**src/rtl/apb_req_arbiter.sv**
```systemverilog
// Round-robin owner of the single APB master command port: grants one requester per
// complete transaction, watches PENABLE/PREADY for completion and aborts after TIMEOUT cycles.
module apb_req_arbiter #(
  parameter int NREQ    = 4,
  parameter int AW      = 9,
  parameter int DW      = 8,
  parameter int TIMEOUT = 64
) (
  input  logic                 PCLK,
  input  logic                 PRESET,
  input  logic [NREQ-1:0]      req_valid,
  input  logic [NREQ-1:0]      req_write,
  input  logic [NREQ*AW-1:0]   req_addr,
  input  logic [NREQ*DW-1:0]   req_wdata,
  output logic [NREQ-1:0]      req_gnt,
  output logic [NREQ-1:0]      req_done,
  output logic [NREQ-1:0]      req_err,
  output logic [DW-1:0]        rdata,
  output logic                 transfer,
  output logic                 READ_WRITE,
  output logic [AW-1:0]        apb_read_paddr,
  output logic [AW-1:0]        apb_write_paddr,
  output logic [DW-1:0]        apb_write_data,
  input  logic [DW-1:0]        apb_read_data_out,
  input  logic                 PENABLE,
  input  logic                 PREADY
);

  localparam int PW = (NREQ > 1) ? $clog2(NREQ) : 1;
  localparam int CW = (TIMEOUT > 0) ? $clog2(TIMEOUT + 1) : 1;

  typedef enum logic [0:0] {IDLE = 1'b0, XFER = 1'b1} state_t;

  state_t            state_r, state_s;
  logic [PW-1:0]     ptr_r, ptr_s;
  logic [PW-1:0]     owner_r, owner_s;
  logic [CW-1:0]     cnt_r, cnt_s;
  logic [NREQ-1:0]   gnt_r, gnt_s;
  logic [NREQ-1:0]   done_r, done_s;
  logic [NREQ-1:0]   err_r, err_s;
  logic [DW-1:0]     rdata_r, rdata_s;
  logic              transfer_r, transfer_s;
  logic              rw_r, rw_s;
  logic [AW-1:0]     rpaddr_r, rpaddr_s;
  logic [AW-1:0]     wpaddr_r, wpaddr_s;
  logic [DW-1:0]     wdata_r, wdata_s;
  logic              found_s;
  logic [PW-1:0]     win_s;
  logic [PW-1:0]     cand_s;
  logic [PW-1:0]     next_ptr_s;

  // Winner search: first valid requester at or after ptr, wrapping around.
  always_comb begin
    found_s = 1'b0;
    win_s   = '0;
    cand_s  = '0;
    for (int k = 0; k < NREQ; k++) begin
      cand_s = PW'((int'(ptr_r) + k) % NREQ);
      if (!found_s && req_valid[cand_s]) begin
        found_s = 1'b1;
        win_s   = cand_s;
      end else begin
        found_s = found_s;
      end
    end
    if (owner_r == PW'(NREQ - 1)) begin
      next_ptr_s = '0;
    end else begin
      next_ptr_s = owner_r + PW'(1);
    end
  end

  // Next-state and registered-output values.
  always_comb begin
    state_s    = state_r;
    ptr_s      = ptr_r;
    owner_s    = owner_r;
    cnt_s      = cnt_r;
    gnt_s      = gnt_r;
    done_s     = '0;
    err_s      = '0;
    rdata_s    = rdata_r;
    transfer_s = transfer_r;
    rw_s       = rw_r;
    rpaddr_s   = rpaddr_r;
    wpaddr_s   = wpaddr_r;
    wdata_s    = wdata_r;
    case (state_r)
      IDLE: begin
        if (found_s) begin
          state_s        = XFER;
          owner_s        = win_s;
          cnt_s          = '0;
          gnt_s          = '0;
          gnt_s[win_s]   = 1'b1;
          transfer_s     = 1'b1;
          rw_s           = req_write[win_s];
          if (req_write[win_s]) begin
            rpaddr_s = '0;
            wpaddr_s = req_addr[win_s*AW +: AW];
            wdata_s  = req_wdata[win_s*DW +: DW];
          end else begin
            rpaddr_s = req_addr[win_s*AW +: AW];
            wpaddr_s = '0;
            wdata_s  = '0;
          end
        end else begin
          gnt_s      = '0;
          transfer_s = 1'b0;
          rw_s       = 1'b0;
          rpaddr_s   = '0;
          wpaddr_s   = '0;
          wdata_s    = '0;
        end
      end
      XFER: begin
        if ((PENABLE && PREADY) || ((TIMEOUT > 0) && (cnt_r == CW'(TIMEOUT - 1)))) begin
          // Completion takes precedence over a timeout on the same edge.
          state_s         = IDLE;
          ptr_s           = next_ptr_s;
          gnt_s           = '0;
          done_s[owner_r] = 1'b1;
          err_s[owner_r]  = ~(PENABLE && PREADY);
          transfer_s      = 1'b0;
          rw_s            = 1'b0;
          rpaddr_s        = '0;
          wpaddr_s        = '0;
          wdata_s         = '0;
          if (PENABLE && PREADY && !rw_r) begin
            rdata_s = apb_read_data_out;
          end else begin
            rdata_s = rdata_r;
          end
        end else begin
          if (TIMEOUT > 0) begin
            cnt_s = cnt_r + CW'(1);
          end else begin
            cnt_s = cnt_r;
          end
        end
      end
      default: begin
        state_s = IDLE;
      end
    endcase
  end

  // State and output registers with synchronous reset.
  always_ff @(posedge PCLK) begin
    if (PRESET) begin
      state_r    <= IDLE;
      ptr_r      <= '0;
      owner_r    <= '0;
      cnt_r      <= '0;
      gnt_r      <= '0;
      done_r     <= '0;
      err_r      <= '0;
      rdata_r    <= '0;
      transfer_r <= 1'b0;
      rw_r       <= 1'b0;
      rpaddr_r   <= '0;
      wpaddr_r   <= '0;
      wdata_r    <= '0;
    end else begin
      state_r    <= state_s;
      ptr_r      <= ptr_s;
      owner_r    <= owner_s;
      cnt_r      <= cnt_s;
      gnt_r      <= gnt_s;
      done_r     <= done_s;
      err_r      <= err_s;
      rdata_r    <= rdata_s;
      transfer_r <= transfer_s;
      rw_r       <= rw_s;
      rpaddr_r   <= rpaddr_s;
      wpaddr_r   <= wpaddr_s;
      wdata_r    <= wdata_s;
    end
  end

  assign req_gnt         = gnt_r;
  assign req_done        = done_r;
  assign req_err         = err_r;
  assign rdata           = rdata_r;
  assign transfer        = transfer_r;
  assign READ_WRITE      = rw_r;
  assign apb_read_paddr  = rpaddr_r;
  assign apb_write_paddr = wpaddr_r;
  assign apb_write_data  = wdata_r;

endmodule
```
**config.mk**
```make
export PLATFORM = sky130hd
export DESIGN_NAME = apb_req_arbiter
export DESIGN_NICKNAME = d
export VERILOG_FILES = /design/src/rtl/apb_req_arbiter.sv
export SDC_FILE = /design/constraint.sdc
export NUM_CORES = 1
export LEC_CHECK = 0
export BUFFER_PORTS_ARGS = -buffer_cell sky130_fd_sc_hd__buf_2
export CAP_MARGIN = 25
export CORE_UTILIZATION = 44
export CTS_BUF_LIST = sky130_fd_sc_hd__clkbuf_4 sky130_fd_sc_hd__clkbuf_8
export CTS_CLUSTER_DIAMETER = 30
export CTS_CLUSTER_SIZE = 8
export DETAILED_ROUTE_END_ITERATION = 12
export MAX_ROUTING_LAYER = met4
export PLACE_DENSITY = 0.85
export RECOVER_POWER = 50
export SETUP_SLACK_MARGIN = 0.3
export SYNTH_ARGS = -nofsm -noshare
export SYNTH_HDL_FRONTEND = slang
export SYNTH_SLANG_ARGS = --single-unit
```
**constraint.sdc**
```tcl
create_clock -name PCLK -period 1.94 [get_ports PCLK]
set_input_delay 0.194 -clock PCLK [delete_from_list [all_inputs] [get_ports PCLK]]
set_output_delay 0.194 -clock PCLK [all_outputs]
set_load 0.02 [all_outputs]
```
==> reports/metrics.cfg <==
[clock_network]
clk_latency_ps=340
cts.sinks=60
tritoncts=yes
htree_levels=3
clock_path_buffers=2
clk_pin_slew_ps=70
cts_buffers=9
root_buffer=clkbuf_8

[routing]
ant_nets=0
drt_iter0_markers=350
dr.pass1.iters=5
drc=0
wl_mm=11.00
met1_length_mm=4.327
met2_length_mm=5.309
top_layer_used=met4
wl_per_cell_um=17.11
met3_wirelength_um=828
via_per_inst=5.820
num_vias=3742

[cells_and_area]
fin_cells=643
mostFrequentLayoutCells=buf_2, dfxtp_1, clkbuf_1, a21oi_1, nand2_1
multi_input_area_um2=2051
antenna_cells=0
nFillCells=553
final_layout_size_suffix_gt1_frac=0.3985
syn2layout_area_growth_pct=50.06
layout_commonest_cell=buf_2
nets=635
ff_latch_area_um2=1210
post-route-cell-area_um2=4647

[floorplan]
rows=30
core-area_um2=6794
fp.dieH_um=85.89
start_util=0.4558
pin_count=136
die-area_um2=7377
die_w_um=85.89

[sta]
worst_slack_ps=-60.22
rsz0062_at_grt=yes
final-hold-violation-count=0
finalMaxSlewViolations=0
finalCritPeriodShare=1.031
hold_slack_ps=99.03
min_period_ps=2000
slew_headroom=0.6501
tightest_slew_ps=524.8
fin_skew_ps=9.960
finalSetupTns_ps=-97.54
fmax_mhz=499.9
setup_violations=2

[global_routing]
grt.overflow.total=0
first_global_vias=3380
grt_pass1_wl_mm=15.52
grt_use_total=0.2739
antenna_found_initial=0
grt_max_degree=38

[synthesis]
synth_compound_area_frac=0.2558
synth_edf_count=0
ys_seq_elements=60
synth_cells=388
postSynthAreaPerCell_um2=7.981
synth_fp_nets=481
muxShareOfSynthArea=0.03879
netlist.area_leader.share=0.3879
synth-warning-count=0
yosysTopAreaCell=dfxtp_1
ys_seq_area_frac=0.3879
synth_area_um2=3097
synth.distinct_cells=47
synth-adder-area-share=0.02020
synth_xor_area_frac=0.008485
synth_top_family_by_area=compound AO/OA/AOI/OAI gates
yosys.area_share.simple=0.2360
async_flop_share=0
synth_area_leaders=dfxtp_1, a21oi_1, nand3_1
ys.flop_type=dfxtp_1

[flow_run]
maxCapViolations=0

[min_path]
hold_class=input pin to flip-flop

[critical_path]
crit_type=flip-flop to flip-flop
start_kind=flip-flop
worstPathArrival_ps=2220
crit_required_ps=2160
worst-path-max-fanout=6
endpoint_kind=flip-flop

[placement]
dp.cells=613
dp_worst_setup_slack_ps=-79.74
hpwl_mm=6.830
io_buffers=135
place_congestion=0.9787
dpl_cell_area_um2=3974

[status]
status=finished, violations left
violations=setup timing

[power_and_ir_drop]
pwr-share-seq=0.383
power.internal_mw=2.413
p_sw_mw=1.068
power_density_nw_per_um2=749.0
comb_power_share=0.266
clockPowerShare=0.351
switching_share=0.3069
power_leakage_nw=1.817
ir_drop_mv=0.3938

==> cell usage after synthesis, drive strengths merged (4+ instances only) <==
master	count
ha	5
mux2	8
buf	10
nand2b	4
and2	10
nor2	29
nand3	40
inv	6
nand2	40
a21oi	55
o31ai	9
a22oi	4
nor3	8
clkbuf	20
o22ai	9
dfxtp	60
nand3b	9
o21ai	29
o221ai	9
==> final cells by class <==
type                    count  area share
multi-input cells         293      0.4413
flip-flops and latches     60      0.2604
repair buffers            172      0.2200
clock buffers              13     0.03850
well taps                  96     0.02585
clock inverters             3    0.009155
inverters                   6    0.004847
==> state kept, by name (all words and copies together), names as in the netlist, 4 cells and up <==
register	count
apb_read_paddr	9
apb_write_paddr	9
apb_write_data	8
rdata	8
cnt_r	7
req_done	4
req_err	4
req_gnt	4
==> kinds of logic after synthesis <==
group / after synthesis
muxes: 11
buffers and inverters: 36
and+or+nand+nor: 150
adders and majority gates: 5
AOI/OAI and AO/OA: 123
DFF: 60
xor gates and xnor gates: 3
==> worst paths after layout <==
check / start / endpoint / slack (ps) / cells after the start
setup / recovery: ptr_r[1]$_SDFFE_PP0P_ / apb_write_paddr[1]$_SDFFE_PP0P_ / -60 / 9
hold / removal: apb_read_data_out[5] / rdata[5]$_SDFFE_PP0P_ / 100 / 3
setup reg to reg: ptr_r[1]$_SDFFE_PP0P_ / apb_write_paddr[1]$_SDFFE_PP0P_ / -60 / 9
hold reg to reg: rdata[1]$_SDFFE_PP0P_ / rdata[1]$_SDFFE_PP0P_ / 460 / 2
==> routing by layer <==
layer | vias up | global-route usage
met1 | 1725 | 0.3234
li1 | 1705 | -
met5 | - | -
met3 | 58 | 0.03850
met2 | 254 | 0.4502
met4 | 0 | 0.1485
==> timing repair <==
| item | 4_1_cts | 5_1_grt |
|---|---|---|
| setup buffers | 4 | 5 |
| hold buffers | 0 | 0 |
| pin swaps | 11 | 21 |
| endpoints found under the setup margin | 47 | 46 |
| endpoints found under the hold margin | 0 | 0 |
| cloned | 1 | 4 |
| resized for setup | 31 | 59 |
==> power groups by stage <==
stage               combinational, mW  sequential [mW]  clock, mW
floorplan                       0.384             1.42          0
global placement                0.704             1.35          0
detailed placement              0.722             1.36          0
CTS                             0.784             1.33       1.23
global route                    0.980             1.34       1.29
finish                          0.927             1.33       1.22
==> worst max-delay path: stages (launching register included) <==
cell	delay, ps
dfxtp_4	380
mux2i_4	290
buf_6	140
o2bb2ai_4	70
buf_12	140
clkbuf_16	150
o21ai_0	230
a21oi_1	150
nor2_1	210
o31ai_2	100
==> stage by stage <==
stage	utilization	power (mW)
after CTS	0.6446	3.344
after global placement	0.5849	2.058
after floorplan	-	1.801
after detailed placement	0.5849	2.080
after global routing	0.6840	3.614
final	0.6840	3.481
No activity file was read; power rests on OpenSTA's default activity.
